[src/rtl/pipe_control_unit.sv]
// Pipelined MIPS main control: ID decode feeds the ID/EX, EX/MEM and MEM/WB control registers, one stage per cycle (ex +1, mem +2, wb +3).
// No handshake: freeze holds all stages, and a load-use stall or flush puts a bubble into ID/EX while later stages drain.
module pipe_control_unit #(
  parameter int REG_ADDR_W = 5,
  parameter bit EN_BNE     = 1'b1,
  parameter bit EN_JAL     = 1'b1
) (
  input  logic                  clk,
  input  logic                  reset,
  input  logic [5:0]            id_opcode,
  input  logic [REG_ADDR_W-1:0] id_rs,
  input  logic [REG_ADDR_W-1:0] id_rt,
  input  logic [REG_ADDR_W-1:0] id_rd,
  input  logic                  flush_id,
  input  logic                  freeze,
  output logic                  id_branch,
  output logic                  id_branch_ne,
  output logic                  id_jump,
  output logic                  load_use_stall,
  output logic                  ex_alu_src,
  output logic [2:0]            ex_alu_op,
  output logic                  ex_zero_ext,
  output logic [REG_ADDR_W-1:0] ex_dest,
  output logic                  ex_illegal,
  output logic                  mem_read,
  output logic                  mem_write,
  output logic [REG_ADDR_W-1:0] mem_dest,
  output logic                  mem_reg_write,
  output logic                  wb_reg_write,
  output logic                  wb_mem_to_reg,
  output logic                  wb_link,
  output logic [REG_ADDR_W-1:0] wb_dest
);

  localparam logic [5:0] OP_R    = 6'b000000;
  localparam logic [5:0] OP_J    = 6'b000010;
  localparam logic [5:0] OP_JAL  = 6'b000011;
  localparam logic [5:0] OP_BEQ  = 6'b000100;
  localparam logic [5:0] OP_BNE  = 6'b000101;
  localparam logic [5:0] OP_ADDI = 6'b001000;
  localparam logic [5:0] OP_SLTI = 6'b001010;
  localparam logic [5:0] OP_ANDI = 6'b001100;
  localparam logic [5:0] OP_ORI  = 6'b001101;
  localparam logic [5:0] OP_LW   = 6'b100011;
  localparam logic [5:0] OP_SW   = 6'b101011;

  typedef struct packed {
    logic                  aluSrc;
    logic [2:0]            aluOp;
    logic                  zeroExt;
    logic                  illegal;
    logic                  memRead;
    logic                  memWrite;
    logic                  regWrite;
    logic                  memToReg;
    logic                  link;
    logic [REG_ADDR_W-1:0] dest;
  } exCtrl_t;

  typedef struct packed {
    logic                  memRead;
    logic                  memWrite;
    logic                  regWrite;
    logic                  memToReg;
    logic                  link;
    logic [REG_ADDR_W-1:0] dest;
  } memCtrl_t;

  typedef struct packed {
    logic                  regWrite;
    logic                  memToReg;
    logic                  link;
    logic [REG_ADDR_W-1:0] dest;
  } wbCtrl_t;

  exCtrl_t  dec;
  exCtrl_t  idEx;
  memCtrl_t exMem;
  wbCtrl_t  memWb;
  logic     usesRt;
  logic     isBeq;
  logic     isBne;
  logic     isJump;

  always_comb begin
    dec    = '0;
    usesRt = 1'b0;
    isBeq  = 1'b0;
    isBne  = 1'b0;
    isJump = 1'b0;
    case (id_opcode)
      OP_R: begin
        dec.aluOp    = 3'b010;
        dec.regWrite = 1'b1;
        dec.dest     = id_rd;
        usesRt       = 1'b1;
      end
      OP_LW: begin
        dec.aluSrc   = 1'b1;
        dec.memRead  = 1'b1;
        dec.memToReg = 1'b1;
        dec.regWrite = 1'b1;
        dec.dest     = id_rt;
      end
      OP_SW: begin
        dec.aluSrc   = 1'b1;
        dec.memWrite = 1'b1;
        usesRt       = 1'b1;
      end
      OP_ADDI: begin
        dec.aluSrc   = 1'b1;
        dec.regWrite = 1'b1;
        dec.dest     = id_rt;
      end
      OP_ANDI: begin
        dec.aluSrc   = 1'b1;
        dec.aluOp    = 3'b011;
        dec.zeroExt  = 1'b1;
        dec.regWrite = 1'b1;
        dec.dest     = id_rt;
      end
      OP_ORI: begin
        dec.aluSrc   = 1'b1;
        dec.aluOp    = 3'b100;
        dec.zeroExt  = 1'b1;
        dec.regWrite = 1'b1;
        dec.dest     = id_rt;
      end
      OP_SLTI: begin
        dec.aluSrc   = 1'b1;
        dec.aluOp    = 3'b101;
        dec.regWrite = 1'b1;
        dec.dest     = id_rt;
      end
      OP_BEQ: begin
        dec.aluOp = 3'b001;
        usesRt    = 1'b1;
        isBeq     = 1'b1;
      end
      OP_BNE: begin
        if (EN_BNE) begin
          dec.aluOp = 3'b001;
          usesRt    = 1'b1;
          isBne     = 1'b1;
        end else begin
          dec.illegal = 1'b1;
        end
      end
      OP_J: isJump = 1'b1;
      OP_JAL: begin
        if (EN_JAL) begin
          isJump       = 1'b1;
          dec.regWrite = 1'b1;
          dec.link     = 1'b1;
          dec.dest     = REG_ADDR_W'(31);
        end else begin
          dec.illegal = 1'b1;
        end
      end
      default: dec.illegal = 1'b1;
    endcase
    // $0 is hard-wired; never let a write to it reach the register file or forwarding
    if (dec.dest == '0) dec.regWrite = 1'b0;
  end

  assign id_branch    = isBeq;
  assign id_branch_ne = isBne;
  assign id_jump      = isJump;

  assign load_use_stall = idEx.memRead && (idEx.dest != '0) &&
                          ((idEx.dest == id_rs) || (usesRt && (idEx.dest == id_rt)));

  always_ff @(posedge clk) begin
    if (reset) begin
      idEx  <= '0;
      exMem <= '0;
      memWb <= '0;
    end else if (!freeze) begin
      idEx  <= (load_use_stall || flush_id) ? '0 : dec;
      exMem <= '{memRead:  idEx.memRead,  memWrite: idEx.memWrite,
                 regWrite: idEx.regWrite, memToReg: idEx.memToReg,
                 link:     idEx.link,     dest:     idEx.dest};
      memWb <= '{regWrite: exMem.regWrite, memToReg: exMem.memToReg,
                 link:     exMem.link,     dest:     exMem.dest};
    end
  end

  assign ex_alu_src    = idEx.aluSrc;
  assign ex_alu_op     = idEx.aluOp;
  assign ex_zero_ext   = idEx.zeroExt;
  assign ex_dest       = idEx.dest;
  assign ex_illegal    = idEx.illegal;
  assign mem_read      = exMem.memRead;
  assign mem_write     = exMem.memWrite;
  assign mem_dest      = exMem.dest;
  assign mem_reg_write = exMem.regWrite;
  assign wb_reg_write  = memWb.regWrite;
  assign wb_mem_to_reg = memWb.memToReg;
  assign wb_link       = memWb.link;
  assign wb_dest       = memWb.dest;

endmodule
[config.mk]
export PLATFORM = sky130hd
export DESIGN_NAME = pipe_control_unit
export DESIGN_NICKNAME = d
export VERILOG_FILES = /design/src/rtl/pipe_control_unit.sv
export SDC_FILE = /design/constraint.sdc
export NUM_CORES = 1
export LEC_CHECK = 0
export CORE_MARGIN = 2
export CORE_UTILIZATION = 49
export DETAILED_ROUTE_END_ITERATION = 8
export PLACE_DENSITY = 0.93
export SLEW_MARGIN = 10
export SYNTH_ARGS = -nofsm -noshare
export SYNTH_HDL_FRONTEND = slang
export SYNTH_SLANG_ARGS = --single-unit
[constraint.sdc]
create_clock -name clk -period 4.6 [get_ports clk]
set_input_delay 0.69 -clock clk [delete_from_list [all_inputs] [get_ports clk]]
set_output_delay 0.69 -clock clk [all_outputs]
set_load 0.02 [all_outputs]
* Word-level counts from Yosys, hierarchy flattened
Cells that the tools add are included.
** Storage, ports and cells
- Output and inout bits :: 31
- Word-level logic and storage cells :: 63
- Register bits :: 34
** Operators by class
- Equality and inequality tests :: 12
- Muxes and demuxes :: 15
- Reduce and logical (&&, ||, !) cells :: 16
** Operators by type and width (count)
- equality test 6 x 4 -> 1 bit, second input constant :: 4
- 2-to-1 mux 16 bit :: 1
- one-hot mux 3 bit (5 select lines) :: 1
- one-hot mux 5 bit (3 select lines) :: 1
- equality test 6 x 2 -> 1 bit, second input constant :: 2
- equality test 6 x 3 -> 1 bit, second input constant :: 2
- equality test 6 bit, second input constant :: 2
- 2-to-1 mux 1 bit :: 12
- OR reduction 11 bit :: 1
- equality test 5 bit :: 2
- OR reduction 7 bit :: 1
- zero test 6 bit :: 1
- OR reduction 2 bit :: 3
- OR reduction 6 bit :: 1
- zero test 5 bit :: 1
- nonzero test 5 bit :: 1
- OR reduction 5 bit :: 1
- OR reduction 4 bit :: 1
- logical AND 1 bit :: 3
- logical OR 1 bit :: 2

* Logic depth before layout (Yosys ltp)
Gate-level depths: netlist of the first run.
- Depth after elaboration :: 8
- Depth in mapped cells :: 7
- Gate-level depth less buffers :: 6

* Least setup slack after synthesis of the first run
Ideal clock, no wire load.
- Path type :: in2out
- Start :: input id_opcode[0]
- End :: output load_use_stall
- Arrival time :: 1808 ps
- Path buffers :: 1
- Cell stages on the path :: 6
- Slack :: 2102 ps
- Data required time :: 3910 ps
- Cells stage by stage :: buf_2 -> and4b_1 -> nand2_2 -> a2111oi_4 -> nor2_4 -> inv_4
** Between the ends
- Word-level cells in the longest chain between the ends :: 6
- Elaborated cells between the ends (all ways) :: 9
- Those cells by class :: eq/ne: 3; mux: 1; reduce/logical: 5
** Ends and longest elaborated chain
- start: declaration :: RTL line 10 : input logic [5:0] id_opcode,
- equality test 6 x 3 -> 1 bit (tied with other cells) :: RTL line 91 : case (id_opcode)
- OR reduction 4 bit (no source line) (*)
- 2-to-1 mux 1 bit (*)
- logical AND 1 bit (*) :: RTL line 171 : ((idEx.dest == id_rs) || (usesRt && (idEx.dest == id_rt)));
- logical OR 1 bit (*) :: RTL line 171
- logical AND 1 bit (*) :: RTL line 170 : assign load_use_stall = idEx.memRead && (idEx.dest != '0) &&
- end: declaration :: RTL line 19 : output logic load_use_stall,
Mark *: on every way between the ends. The rest lies on a longest branch, timed or not.

* Final worst setup path of the first run
- Start :: input id_opcode[1]
- End :: output load_use_stall
Same word-level chain as after synthesis.

==> results of run 1 <==
synthesized netlist by cell type (2+ instances only):
master,count
a2111oi_4,2
a21oi_1,2
a221o_1,5
a22o_1,4
a32o_1,8
and3_1,2
buf_2,5
buf_4,13
clkbuf_1,5
dfxtp_1,32
inv_1,4
mux2i_1,17
nand2_1,11
nand2b_1,2
nor2_1,24
nor2b_1,3
nor3_1,6
nor4_2,2
o21ai_0,2
o2bb2ai_1,2
xnor2_1,9
xor2_1,2
worst max-delay path by stage:
stage,start,to,cells past startpoint
finish,id_opcode[1],load_use_stall,7
global route,id_opcode[1],load_use_stall,7
CTS,id_opcode[1],load_use_stall,7
detailed placement,id_opcode[1],load_use_stall,7
floorplan,id_opcode[0],load_use_stall,6
global placement,id_opcode[1],load_use_stall,7
worst max-delay path, stage by stage:
cell             delay, ps
clkdlybuf4s50_1        670
and4b_1                310
nand2_2                100
a2111oi_4              440
nor2_4                 130
inv_4                  120
clkdlybuf4s50_1        610
cell usage in the layout (no fill, tap or decap), types with 2 or more instances in the layout:
cell and count:
mux2i_1 17, nand2b_1 2, nor4_2 2, dfxtp_1 32
clkdlybuf4s50_1 55, xor2_1 2, a21oi_1 2, nor2b_1 3
a22o_1 4, o2bb2ai_1 2, nor3_1 6, and3_1 2
xnor2_1 9, nand2_1 11, nor2_1 24, buf_4 2
clkbuf_4 5, o21ai_0 2, a221o_1 5, a32o_1 8
inv_1 4, a2111oi_4 2
metrics by stage:
step	util	setup slack, ps
after floorplan	-	2100
after global placement	0.654	909
after detailed placement	0.654	860
after CTS	0.677	845
after global routing	0.677	689
final	0.677	833
power breakdown:
group | switching [mW] | leakage [nW] | total, mW | internal (mW)
sequential | 0.00179 | 0.258 | 0.280 | 0.279
clock | 0.0968 | 0.0422 | 0.211 | 0.114
combinational | 0.0361 | 0.538 | 0.0741 | 0.0380
cells by family (layout without fill, tap and decap cells):
family | after synthesis | after routing | share of synthesized area
simple gates | 59 | 59 | 0.178
compound gates | 34 | 34 | 0.196
flops | 32 | 32 | 0.369
buf+inv | 30 | 70 | 0.102
mux | 17 | 17 | 0.0981
xor+xnor | 11 | 11 | 0.0556
cell type report:
type / count / area share
multi-input cells: 121 / 0.402
flip-flops and latches: 32 / 0.281
repair buffers: 57 / 0.248
well taps: 46 / 0.0253
clock buffers: 6 / 0.0181
clock inverters: 2 / 0.0154
inverters: 5 / 0.00934
metal layers:
layer	up-vias	part of all wire
met5	-	0
met4	0	0.012
met3	5	0.061
met2	53	0.47
met1	695	0.45
li1	727	-
==> run metrics, run 1 <==
result of the run=complete, no violations; Cells after Synth=around 180; RSZ-0062 raised after global routing=no; HPWL after detailed placement=around 2800 µm; global routing's busiest layer=met2; CTS Root Cell=clkbuf_4; sort of element at the start of the critical path=primary input; number of violations reported at the end of detailed-routing iteration 0=60; DRC violation count after routing=0; reg2reg start=ex_dest[4]; Area growth syn-to-layout=31.3%; full die area=~0.004 mm²; clock latency at the later pin of the worst-skew pair=~340 ps; worst min-delay path startpoint=ex_illegal; cells taking the most area after synthesis=dfxtp_1 (37%), mux2i_1 (9.8%), buf_4 (5.6%); Final #Nets=247; count of input and output buffers=55; area share of the leading cell type in the synthesized netlist=0.369; clock-pin slew reported for the worst setup and hold paths after clock tree synthesis=roughly 90 ps; CTS resizes=0; sum of negative setup slack=0 ps; met1 usage in global routing=0.252; routed length per placed instance=roughly 14 µm; effective utilization at floorplan=0.516; cts bufs inserted=5; register-to-register path setup slack=roughly 2600 ps; post-synthesis cell type count=43; Synth Flop Type=dfxtp_1; Tightest Hold Check Type=register to register; area post-placement=around 0.0022 mm²; Critical Path End Type=output pin; CP Data Required Time=3910 ps; Max Clock Freq=about 270 MHz; Final ANT Viol Nets=0; worst r2r path cells=6; Setup-failing EPs final=0; post-synth net total=208; global-route congestion overflow total=0; critical path class=primary input to output pin; total area of multi-input combinational cells=916 µm²; first-pass GRT wire length=between 6000 and 7000 µm; final critical-path share of the clock period=0.819; leading area contributor after synthesis=dfxtp_1; power density relative to cell area=248 mW/mm²; number of global-route vias before repair=approximately 1300; global routing usage summed across all routing layers=0.197; met3 capacity usage during global routing=0.0393; x dimension of the die=approximately 63 µm; core region area=around 0.0034 mm²; via-per-instance ratio=roughly 5.5; total number of H-tree levels=2; actual transition at the worst max-transition pin=about 890 ps; arrival time at the worst endpoint=~3100 ps; met2 Track Usage GR=0.314; maximum number of pins on one net before global-route repair=25; post-route total power=0.565 mW; die extent in y=around 63 µm; number of buffers inserted for hold repair after clock tree synthesis=0; clk sinks=32; max-capacitance violation count=0; synthesized area=0.00173 mm²; final-layout fill cell count=~300; maximum buffer depth of the clock tree=2; buffers inserted by post-CTS timing repair=0; endpoint of the worst hold path=ex_illegal; Final Slew Violations=0; share of cells above drive strength 1=0.0852; final non-filler cell total=roughly 270; total wirelength of the detailed-routed design=3760 µm; ant diodes=0; Period minus WS final=roughly 3800 ps; drt pass-1 iters=4; number of enable flip-flop cells after synthesis=0; via total after detailed routing=between 1000 and 1500; sequential cell area=around 640 µm²; endpoints failing hold=0; synthesis-stage register bit count=32; max_slew headroom=0.406; Synth async-reset ratio=0; worst IR drop on VDD=approximately 0.18 mV; Max FO, Critical Path=12; antenna violations before repair=0; RD Place Congestion=between 0.8 and 0.9; final standard cell area without fillers=0.00228 mm²; Top-Level Pins=56; Max Clock Skew=approximately 5.2 ps; Cell Count Post-Placement=261; placement row count=21; hold depth=2; CTS tree=yes; end of the worst register-to-register path=idEx[7]; number of synthesis warnings=0; Syn Area/Cell=9.48 µm²; worst hold slack across all endpoints=just under 500 ps; leak pwr=approximately 0.84 nW; sequential element share of the synthesized area=0.369
Power figures use the tool's default switching activity.
==> run 2: changes to the inputs <==
CORE_UTILIZATION = 41   (was 49)
PLACE_DENSITY = 0.84   (was 0.93)
clock period = 3.2 ns   (was 4.6 ns; I/O delays follow)
==> run 2 against run 1 <==
  * Sequential power grew 44%
  * Hold slack got worse by 14 ps
  * Routed wire length is 7.9% higher
  * Via count is 0.88% higher
  * Non-clock buffer count rose by 8
  * Critical endpoint unchanged
  * Largest cell class unchanged
==> run metrics, run 2 (synthesized netlist as in run 1, its figures left out) <==
CTS tree=yes; actual transition at the worst max-transition pin=909 ps; leak pwr=around 0.9 nW; maximum number of pins on one net before global-route repair=14; Max Clock Skew=about 1.5 ps; most common cell type on the critical path=clkdlybuf4s50_1; share of total power in sequential cells=0.429; maximum cell stage delay along the critical path=610 ps; Tightest Hold Check Type=register to register; RSZ-0062 raised after global routing=no; power density relative to cell area=a little under 400 mW/mm²; Period minus WS final=3060 ps; die extent in y=69.0 µm; core region area=0.00403 mm²; Cell Chain, Critical Path=clkdlybuf4s50_1 -> and4b_1 -> nand2_2 -> a2111oi_4 -> nor2_4 -> inv_4 -> clkdlybuf4s50_1; arrival time at the worst endpoint=2580 ps; global-route congestion overflow total=0; cts bufs inserted=5; critical path class=primary input to output pin; clock network fraction of design power=0.450; buffers inserted by post-CTS timing repair=0; first-pass GRT wire length=~6700 µm; Max FO, Critical Path=7; routed length per placed instance=about 14 µm; Final #Nets=255; count of input and output buffers=55; switching part of the total power=0.219; placement row count=23; full die area=0.00477 mm²; RD Place Congestion=0.850; worst hold slack across all endpoints=roughly 470 ps; hold depth=2; Area growth syn-to-layout=38.0%; critical path's slowest cell=clkdlybuf4s50_1; leading cell types in the layout, fill and taps excluded=clkdlybuf4s50_1 (55), dfxtp_1 (32), nor2_1 (24); clock latency at the later pin of the worst-skew pair=approximately 280 ps; endpoints failing hold=0; Max Clock Freq=327 MHz; Top-Level Pins=56; share of cells above drive strength 1=0.121; internal power summed over all cells=roughly 0.73 mW; result of the run=complete, no violations; combinational cell fraction of total power=0.121; number of violations reported at the end of detailed-routing iteration 0=50; ant diodes=0; number of global-route vias before repair=between 1000 and 1500; total number of H-tree levels=2; number of buffers inserted for hold repair after clock tree synthesis=0; antenna violations before repair=0; CP Data Required Time=2720 ps; final standard cell area without fillers=0.00239 mm²; via-per-instance ratio=5.31; effective utilization at floorplan=0.430; global routing usage summed across all routing layers=0.173; P_sw=between 0.2 and 0.25 mW; x dimension of the die=about 69 µm; worst IR drop on VDD=~0.28 mV; sum of negative setup slack=0 ps; max_slew headroom=0.393; worst r2r path cells=6; most frequent standard cell in the layout excluding fill and tap cells=clkdlybuf4s50_1; total wirelength of the detailed-routed design=between 4000 and 5000 µm; area post-placement=roughly 0.0023 mm²; Setup-failing EPs final=0; final critical-path share of the clock period=0.956; clock-pin slew reported for the worst setup and hold paths after clock tree synthesis=approximately 60 ps; maximum buffer depth of the clock tree=2; via total after detailed routing=around 1500; clk sinks=32; Final ANT Viol Nets=0; CTS Root Cell=clkbuf_8; DRC violation count after routing=0; CTS resizes=0; max-capacitance violation count=0; drt pass-1 iters=4; Final Slew Violations=0; HPWL after detailed placement=2980 µm; sort of element at the start of the critical path=primary input; Critical Path End Type=output pin
## run 2: metrics by stage
| step | util | total power, mW | setup slack (ps) | std cells |
|---|---|---|---|---|
| 2_1_floorplan | - | 0.473 | 1120 | 183 |
| 3_3_place_gp | 0.562 | 0.523 | 186 | 273 |
| 3_5_place_dp | 0.562 | 0.525 | 138 | 273 |
| 4_1_cts | 0.594 | 0.949 | 134 | 281 |
| 5_1_grt | 0.594 | 0.972 | 17.1 | 281 |
| 6_report | 0.594 | 0.940 | 141 | 281 |
## run 2: area by class of cell
cell class                      instances  area (µm²)
Fill cell                             355        1640
Multi-Input combinational cell        121         916
Sequential cell                        32         641
Timing Repair Buffer                   65         626
Clock buffer                            7        96.3
Tap cell                               50        62.6
Clock inverter                          1        30.0
Inverter                                5        21.3
## run 2: critical path: cells and delay by family
kind | cells | cell delay [ps]
AO/OA/AOI/OAI | 1 | 380
buffers and inverters | 3 | 1200
AND/OR/NAND/NOR | 3 | 520
## run 2: routing by layer
layer | global-route usage | share of wire | wire (µm)
met1 | 0.229 | 0.48 | 1940
met2 | 0.263 | 0.45 | 1820
met3 | 0.0556 | 0.058 | 234
met4 | 0.0632 | 0.014 | 55
met5 | 0 | 0 | 0
## run 2: power by group through the flow
| stage | Sequential (mW) | Combinational, mW | Clock (mW) |
|---|---|---|---|
| after floorplan | 0.413 | 0.0594 | 0 |
| after global placement | 0.412 | 0.111 | 0 |
| after detailed placement | 0.412 | 0.112 | 0 |
| after CTS | 0.403 | 0.113 | 0.432 |
| after global routing | 0.403 | 0.122 | 0.447 |
| final | 0.403 | 0.114 | 0.423 |
## run 2: final timing paths
| check | endpoint | start | slack, ps |
|---|---|---|---|
| max | load_use_stall | id_opcode[2] | 140 |
| min | idEx[8] | idEx[8] | 470 |
| max reg2reg | ex_alu_op[1] | ex_dest[3] | 1140 |
| min reg2reg | idEx[8] | idEx[8] | 470 |
